--- config.mk ---
export PLATFORM = sky130hd
export DESIGN_NAME = seq_shift_add_multiplier
export DESIGN_NICKNAME = d
export VERILOG_FILES = /design/src/rtl/seq_shift_add_multiplier.sv
export SDC_FILE = /design/constraint.sdc
export NUM_CORES = 1
export LEC_CHECK = 0
export CAP_MARGIN = 20
export CORE_ASPECT_RATIO = 1.25
export CORE_UTILIZATION = 40
export CTS_CLUSTER_DIAMETER = 40
export DETAILED_ROUTE_END_ITERATION = 12
export PLACE_DENSITY_LB_ADDON = 0.12
export REMOVE_ABC_BUFFERS = 1
export SKIP_LAST_GASP = 1
export SYNTH_ARGS = -nofsm -noshare
export SYNTH_HDL_FRONTEND = slang
export SYNTH_SLANG_ARGS = --single-unit
--- constraint.sdc ---
create_clock -name Clk -period 3.4 [get_ports Clk]
set_input_delay 0.51 -clock Clk [delete_from_list [all_inputs] [get_ports Clk]]
set_output_delay 0.51 -clock Clk [all_outputs]
set_load 0.02 [all_outputs]
--- src/rtl/seq_shift_add_multiplier.sv ---
// Radix-2 sequential shift-add multiplier with operand holding registers and Busy/Done handshake.
// Optional macro MULT_SIGNED_EN selects two's-complement operands and a signed product.
module seq_shift_add_multiplier #(
    parameter int WIDTH = 8
) (
    input  logic                 Clk,
    input  logic                 Rst,
    input  logic                 EA,
    input  logic                 EB,
    input  logic [WIDTH-1:0]     Data,
    input  logic                 Start,
    output logic [WIDTH-1:0]     A,
    output logic [WIDTH-1:0]     B,
    output logic [2*WIDTH-1:0]   Q,
    output logic                 Busy,
    output logic                 Done
);

    localparam int CW = $clog2(WIDTH + 1);

    localparam logic [1:0] IDLE = 2'd0;
    localparam logic [1:0] RUN  = 2'd1;
    localparam logic [1:0] DONE = 2'd2;

    logic [1:0]         state;
    logic [2*WIDTH-1:0] acc;
    logic [2*WIDTH-1:0] mcand;
    logic [WIDTH-1:0]   mplier;
    logic [CW-1:0]      count;
    logic [2*WIDTH-1:0] sum_next;
    logic               launch;

`ifdef MULT_SIGNED_EN
    logic neg;

    // |v| always fits in WIDTH unsigned bits, including the most-negative value.
    function automatic logic [WIDTH-1:0] magnitude(input logic [WIDTH-1:0] v);
        return v[WIDTH-1] ? -v : v;
    endfunction

    function automatic logic [2*WIDTH-1:0] apply_sign(input logic [2*WIDTH-1:0] s,
                                                      input logic n);
        return n ? -s : s;
    endfunction
`endif

    assign sum_next = acc + (mplier[0] ? mcand : '0);
    assign launch   = Start && (state != RUN);
    assign Busy     = (state == RUN);
    assign Done     = (state == DONE);

    always_ff @(posedge Clk or negedge Rst) begin
        if (!Rst) begin
            A <= '0;
            B <= '0;
        end else begin
            if (EA) A <= Data;
            if (EB) B <= Data;
        end
    end

    always_ff @(posedge Clk or negedge Rst) begin
        if (!Rst) begin
            state  <= IDLE;
            acc    <= '0;
            mcand  <= '0;
            mplier <= '0;
            count  <= '0;
            Q      <= '0;
`ifdef MULT_SIGNED_EN
            neg    <= 1'b0;
`endif
        end else if (launch) begin
            // Snapshot the pre-edge operands; later EA/EB loads do not disturb the run.
            state  <= RUN;
            acc    <= '0;
            count  <= CW'(WIDTH);
`ifdef MULT_SIGNED_EN
            mcand  <= {{WIDTH{1'b0}}, magnitude(A)};
            mplier <= magnitude(B);
            neg    <= A[WIDTH-1] ^ B[WIDTH-1];
`else
            mcand  <= {{WIDTH{1'b0}}, A};
            mplier <= B;
`endif
        end else if (state == RUN) begin
            acc    <= sum_next;
            mcand  <= mcand << 1;
            mplier <= mplier >> 1;
            count  <= count - CW'(1);
            if (count == CW'(1)) begin
`ifdef MULT_SIGNED_EN
                Q <= apply_sign(sum_next, neg);
`else
                Q <= sum_next;
`endif
                state <= DONE;
            end
        end else begin
            state <= IDLE;
        end
    end

endmodule

; After elaboration in Yosys (flattened, before gate mapping)
; Cells that the tools add are included.
[word_totals]
regBits = 78
latchBits = 0
mem_bits_rw = 0
romBits = 0
input_bits = 13
output_inout_bits = 34
wordCells = 31
memories = 0
[op_classes]
n_addsub = 2
n_mul = 0
div_mod_pow = 0
n_lt_le_gt_ge = 0
n_eq_ne = 5
shifts = 0
muxes = 12
bitwise_logic = 1
reduce_logical = 3
[op_table]
columns = operator, n
row1 = 16-bit 2-to-1 mux, 5
row2 = 16-bit adder, 1
row3 = 8-bit 2-to-1 mux, 2
row4 = 4-bit 2-to-1 mux, 2
row5 = 2-bit 2-to-1 mux, 3
row6 = "4-bit by 1-bit equality test with 1-bit output, second input constant", 1
row7 = "4-bit by 1-bit subtractor with 4-bit output, second input constant", 1
row8 = "3-bit by 1-bit != test with 1-bit output, second input constant", 1
row9 = 3-bit AND reduction, 1
row10 = "2-bit by 1-bit equality test with 1-bit output, second input constant", 1
row11 = "2-bit equality test, second input constant", 1
row12 = "2-bit by 1-bit != test with 1-bit output, second input constant", 1
row13 = 2-bit nonzero test, 1
row14 = 1-bit logical AND, 1
row15 = 1-bit NOT, 1

; Logic depth before layout (Yosys ltp)
[depth]
depth_word = 4
mapped_depth = 10
mapped_depth_nobuf = 9

; Least setup slack after synthesis
; No wires, ideal clock.
[synth_timing]
path_type = register to register
start = reg mplier[0]
end = reg Q[12]
setup_time_ps = 129
arrival_time_ps = 2246
slack_ps = 1025
path_stages_with_launch = 10
synth_period_minus_slack_ps = 2375
cell_sequence = dfrtp_1 -> and2_1 -> ha_1 -> fa_1 -> a21oi_1 -> o21ai_1 -> a2111oi_2 -> o31ai_1 -> xnor2_1 -> o21ai_1
[synth_via]
elab_chain_cells = 2
[synth_rtl]
columns = element, line
row1 = from (decl), 28  ; logic [WIDTH-1:0] mplier;
row2 = from (signal assigned), 89  ; mplier <= mplier >> 1;
row3 = 16-bit 2-to-1 mux, 47  ; assign sum_next = acc + (mplier[0] ? mcand : '0);
row4 = 16-bit adder, 47
row5 = to (signal assigned), 95  ; Q <= sum_next;
row6 = to (decl), 14  ; output logic [2*WIDTH-1:0] Q,
; No other way between the ends.
; A chain may end at the register's enable or synchronous reset.

; Final worst setup path
; Same ends and word-level chain as after synthesis.

==> results by group <==
CTS
  – Post-CTS Hold Buffers: 0
  – TritonCTS Sinks: about 80
  – Worst-path clk slew: ~0.060 ns
  – Worst skew pair latency: approximately 0.34 ns
  – H-tree Lvls: 3
  – CTS tree: done
  – Post-CTS Resized: 0
  – Max clock buf depth: 2
  – Total CTS buffers: 9
  – Number of post-CTS setup repair buffers: 0
  – Root buffer cell: clkbuf_16

Timing
  – Worst-Margin Slew: roughly 0.57 ns
  – Final Cycle Share: 0.8303
  – Clk_skew: 0.004483 ns
  – Slew HR: 0.6156
  – Post-route setup TNS: 0 ns
  – Hold Slack: -0.0005222 ns
  – Fin worst setup slack: a little under 0.6 ns
  – Minimum clock period: 2.823 ns
  – RSZ-0062 raised after global routing: no
  – Max Clock Freq: around 0.35 GHz
  – Final hold violations: 2
  – Fin. max-slew vios: 0
  – Endpoints failing setup: 0

Pwr
  – Net Sw Power: ~1500 uW
  – Combinational power share: 0.396
  – Cell area power density: roughly 800 nW/um2
  – Register share of total power: 0.370
  – Pleak: 0.002293 uW
  – VDD IR-drop max: about 460 uV
  – Switching Share: 0.3810
  – P_int: ~2400 uW
  – Clock power share: 0.234

Worst setup path
  – Worst setup EP type: flop
  – CP Cell Sequence: and2_1 -> ha_1 -> fa_1 -> a21oi_1 -> o21ai_1 -> a2111oi_2 -> o31ai_1 -> xnor2_1 -> o21ai_1
  – Setup CP Type: flop to flop
  – CP required: 3.62 ns
  – CP bufs+invs: 0
  – Delay-heaviest family, CP: compound AO/OA/AOI/OAI gates
  – Most used cell, CP: o21ai_1
  – CP Max Fanout: 17
  – Worst Path Arrival: ~3 ns
  – Slowest cell on the critical path: dfrtp_1
  – Max incr delay on CP: approximately 0.53 ns
  – Element type at the critical path start: flop

Logic synthesis
  – Synth Flop Type: dfrtp_1
  – Register area share after synthesis: 0.4787
  – Synthesized flop and latch total: a little under 80
  – Synth warn: 0
  – Post-Syn Area: 4078 um2
  – Synthesized instance count: 409
  – Number of synthesized flops with an enable pin: 0
  – Netlist cell types: 49
  – Async SR Flop Fraction: 1.000
  – Mean Syn Cell Area: between 9 and 10 um2

Drt
  – Pre-antenna DRT Iters: 4
  – DR top layer: met4
  – Initial DRC count: between 100 and 150
  – Drt via density: about 5.2
  – M1 WL: 3.799 mm
  – # DRC: 0
  – WL met3: between 300 and 400 um
  – Final wirelength: about 8.6 mm
  – DRT antenna net count: 0
  – Via count: about 3000
  – Met2 wire len: between 4 and 5 mm
  – Wire per inst: approximately 15 um

Layout
  – Number of fill cells: approximately 940
  – Ant diodes: 0
  – Share of layout cells above drive strength 1: 0.1148
  – Finished Core Util: 0.5033
  – Area grow syn2layout: 20.47%
  – Final instance area: between 4000 and 5000 um2
  – Final #Nets: between 400 and 500

Status
  – Outcome: finished, violations left
  – Failing checks: hold timing

GRT
  – Total track usage: 0.1788
  – Pin count of the biggest net entering global routing: 79
  – First-pass GRT wire length: roughly 15 mm
  – Remaining Overflow, GRT: 0
  – Vias in the first global route: 2945
  – Initial antenna violation count: 0

Placement
  – Detail Placement HPWL: slightly below 6 mm
  – Port bufs: between 40 and 50
  – Worst slack, placed: about 0.55 ns
  – RePlAce Congestion: around 0.76
  – Placed Instance Area: about 4600 um2

Min path
  – Worst hold path class: input port to asynchronous set/reset pin

Die
  – Core ar.: ~10000 um2
  – Die width: between 90 and 100 um
  – Row count: 40
  – Die Footprint: between 10000 and 15000 um2
  – Chip Height: approximately 110 um
  – Ports: between 40 and 50
  – Initial core utilization: 0.4178

Run
  – Max-cap violation count: 0
==> kinds of logic after synthesis <==
group	Yosys count	synth area share
AND/OR/NAND/NOR	143	0.1666
flip-flops	78	0.4787
adder cells (fa/ha/maj)	18	0.05707
AO/OA/AOI/OAI	90	0.1375
multiplexers	35	0.09082
buffers and inverters	34	0.04204
XOR/XNOR	11	0.02731
==> through the flow <==
step,std cells,power (uW),hold WS [ns]
floorplan,385,2463,0.2144
global placement,562,3013,0.4593
detailed placement,562,3049,0.4620
CTS,578,3994,0.3931
global route,579,4265,0.002725
finish,579,3949,-0.0005222
==> registers in the layout (all words and copies together), names as in the netlist <==
signal / count
state: 2
acc: 16
A: 8
count: 4
mcand: 16
Q: 16
B: 8
mplier: 8
==> power by group through the flow <==
| stage | logic, uW | registers (uW) | clock network (uW) |
|---|---|---|---|
| after floorplan | 922 | 1540 | 0 |
| after CTS | 1580 | 1470 | 951 |
| final | 1560 | 1460 | 926 |
| after global routing | 1770 | 1510 | 992 |
| after detailed placement | 1570 | 1480 | 0 |
| after global placement | 1540 | 1470 | 0 |
==> cells in the final DEF (no fill, tap or decap), types with 2 or more instances in the layout <==
| cell | instances |
|---|---|
| dfrtp_1 | 78 |
| xor2_1 | 4 |
| nor3_1 | 4 |
| o21ai_1 | 8 |
| o21bai_1 | 4 |
| nand3b_1 | 3 |
| o211ai_2 | 2 |
| nand4_1 | 2 |
| or4b_1 | 2 |
| o31ai_1 | 2 |
| nand2_1 | 75 |
| mux2i_1 | 19 |
| clkinv_2 | 2 |
| a21oi_2 | 2 |
| a21o_1 | 6 |
| buf_4 | 6 |
| a21o_2 | 2 |
| and3_1 | 5 |
| nand3_1 | 16 |
| a21oi_1 | 11 |
| clkbuf_16 | 9 |
| nand2b_1 | 2 |
| ha_1 | 17 |
| and2_1 | 15 |
| clkbuf_8 | 3 |
| mux2_2 | 16 |
| inv_1 | 10 |
| a31oi_1 | 3 |
| o21ai_0 | 42 |
| xnor2_1 | 6 |
| nor2_1 | 12 |
| clkdlybuf4s50_1 | 45 |
==> synth_stat cells, types with 5 or more instances <==
library cell | number | area, um2
ha_1 | 17 | 212.7
a21o_1 | 6 | 45.04
xnor2_1 | 6 | 52.55
o21ai_0 | 42 | 210.2
nor2_1 | 12 | 45.04
o21ai_1 | 8 | 40.04
nand3_1 | 16 | 80.08
and2_1 | 15 | 93.84
clkbuf_1 | 14 | 52.55
mux2_2 | 16 | 180.2
mux2i_1 | 19 | 190.2
inv_1 | 10 | 37.54
nand2_1 | 75 | 281.5
a21oi_1 | 11 | 55.05
and3_1 | 5 | 31.28
dfrtp_1 | 78 | 1952
==> worst paths after layout <==
kind	start	end	slack, ns	cells past startpoint
worst max-delay path	mplier[0]	Q[12]	0.58	9
worst min-delay path	Rst	Q[10]	-0.0005	1
worst max register to register	mplier[0]	Q[12]	0.58	9
worst min register to register	Q[1]	Q[1]	0.47	2
max in group asynchronous	Rst	count[3]	2.81	2
min in group Clk	Q[1]	Q[1]	0.47	2
==> metal layers <==
metal  up-vias  GRT usage
met2        46     0.3101
met3        10    0.04696
met4         0    0.06667
met5         -          0
met1      1457     0.2127
li1       1501          -
==> final cells by class <==
cell class | count | area (um2) | share of cell area
clock inverter | 3 | 17.52 | 0.003566
inverter | 10 | 37.54 | 0.007641
tap | 126 | 157.7 | 0.03209
sequential | 78 | 1952 | 0.3974
clock buffer | 13 | 270.3 | 0.05502
multi-input combinational | 297 | 1954 | 0.3979
timing repair buffer | 52 | 523.0 | 0.1065
Note: power is estimated with default switching activity, not from simulation.
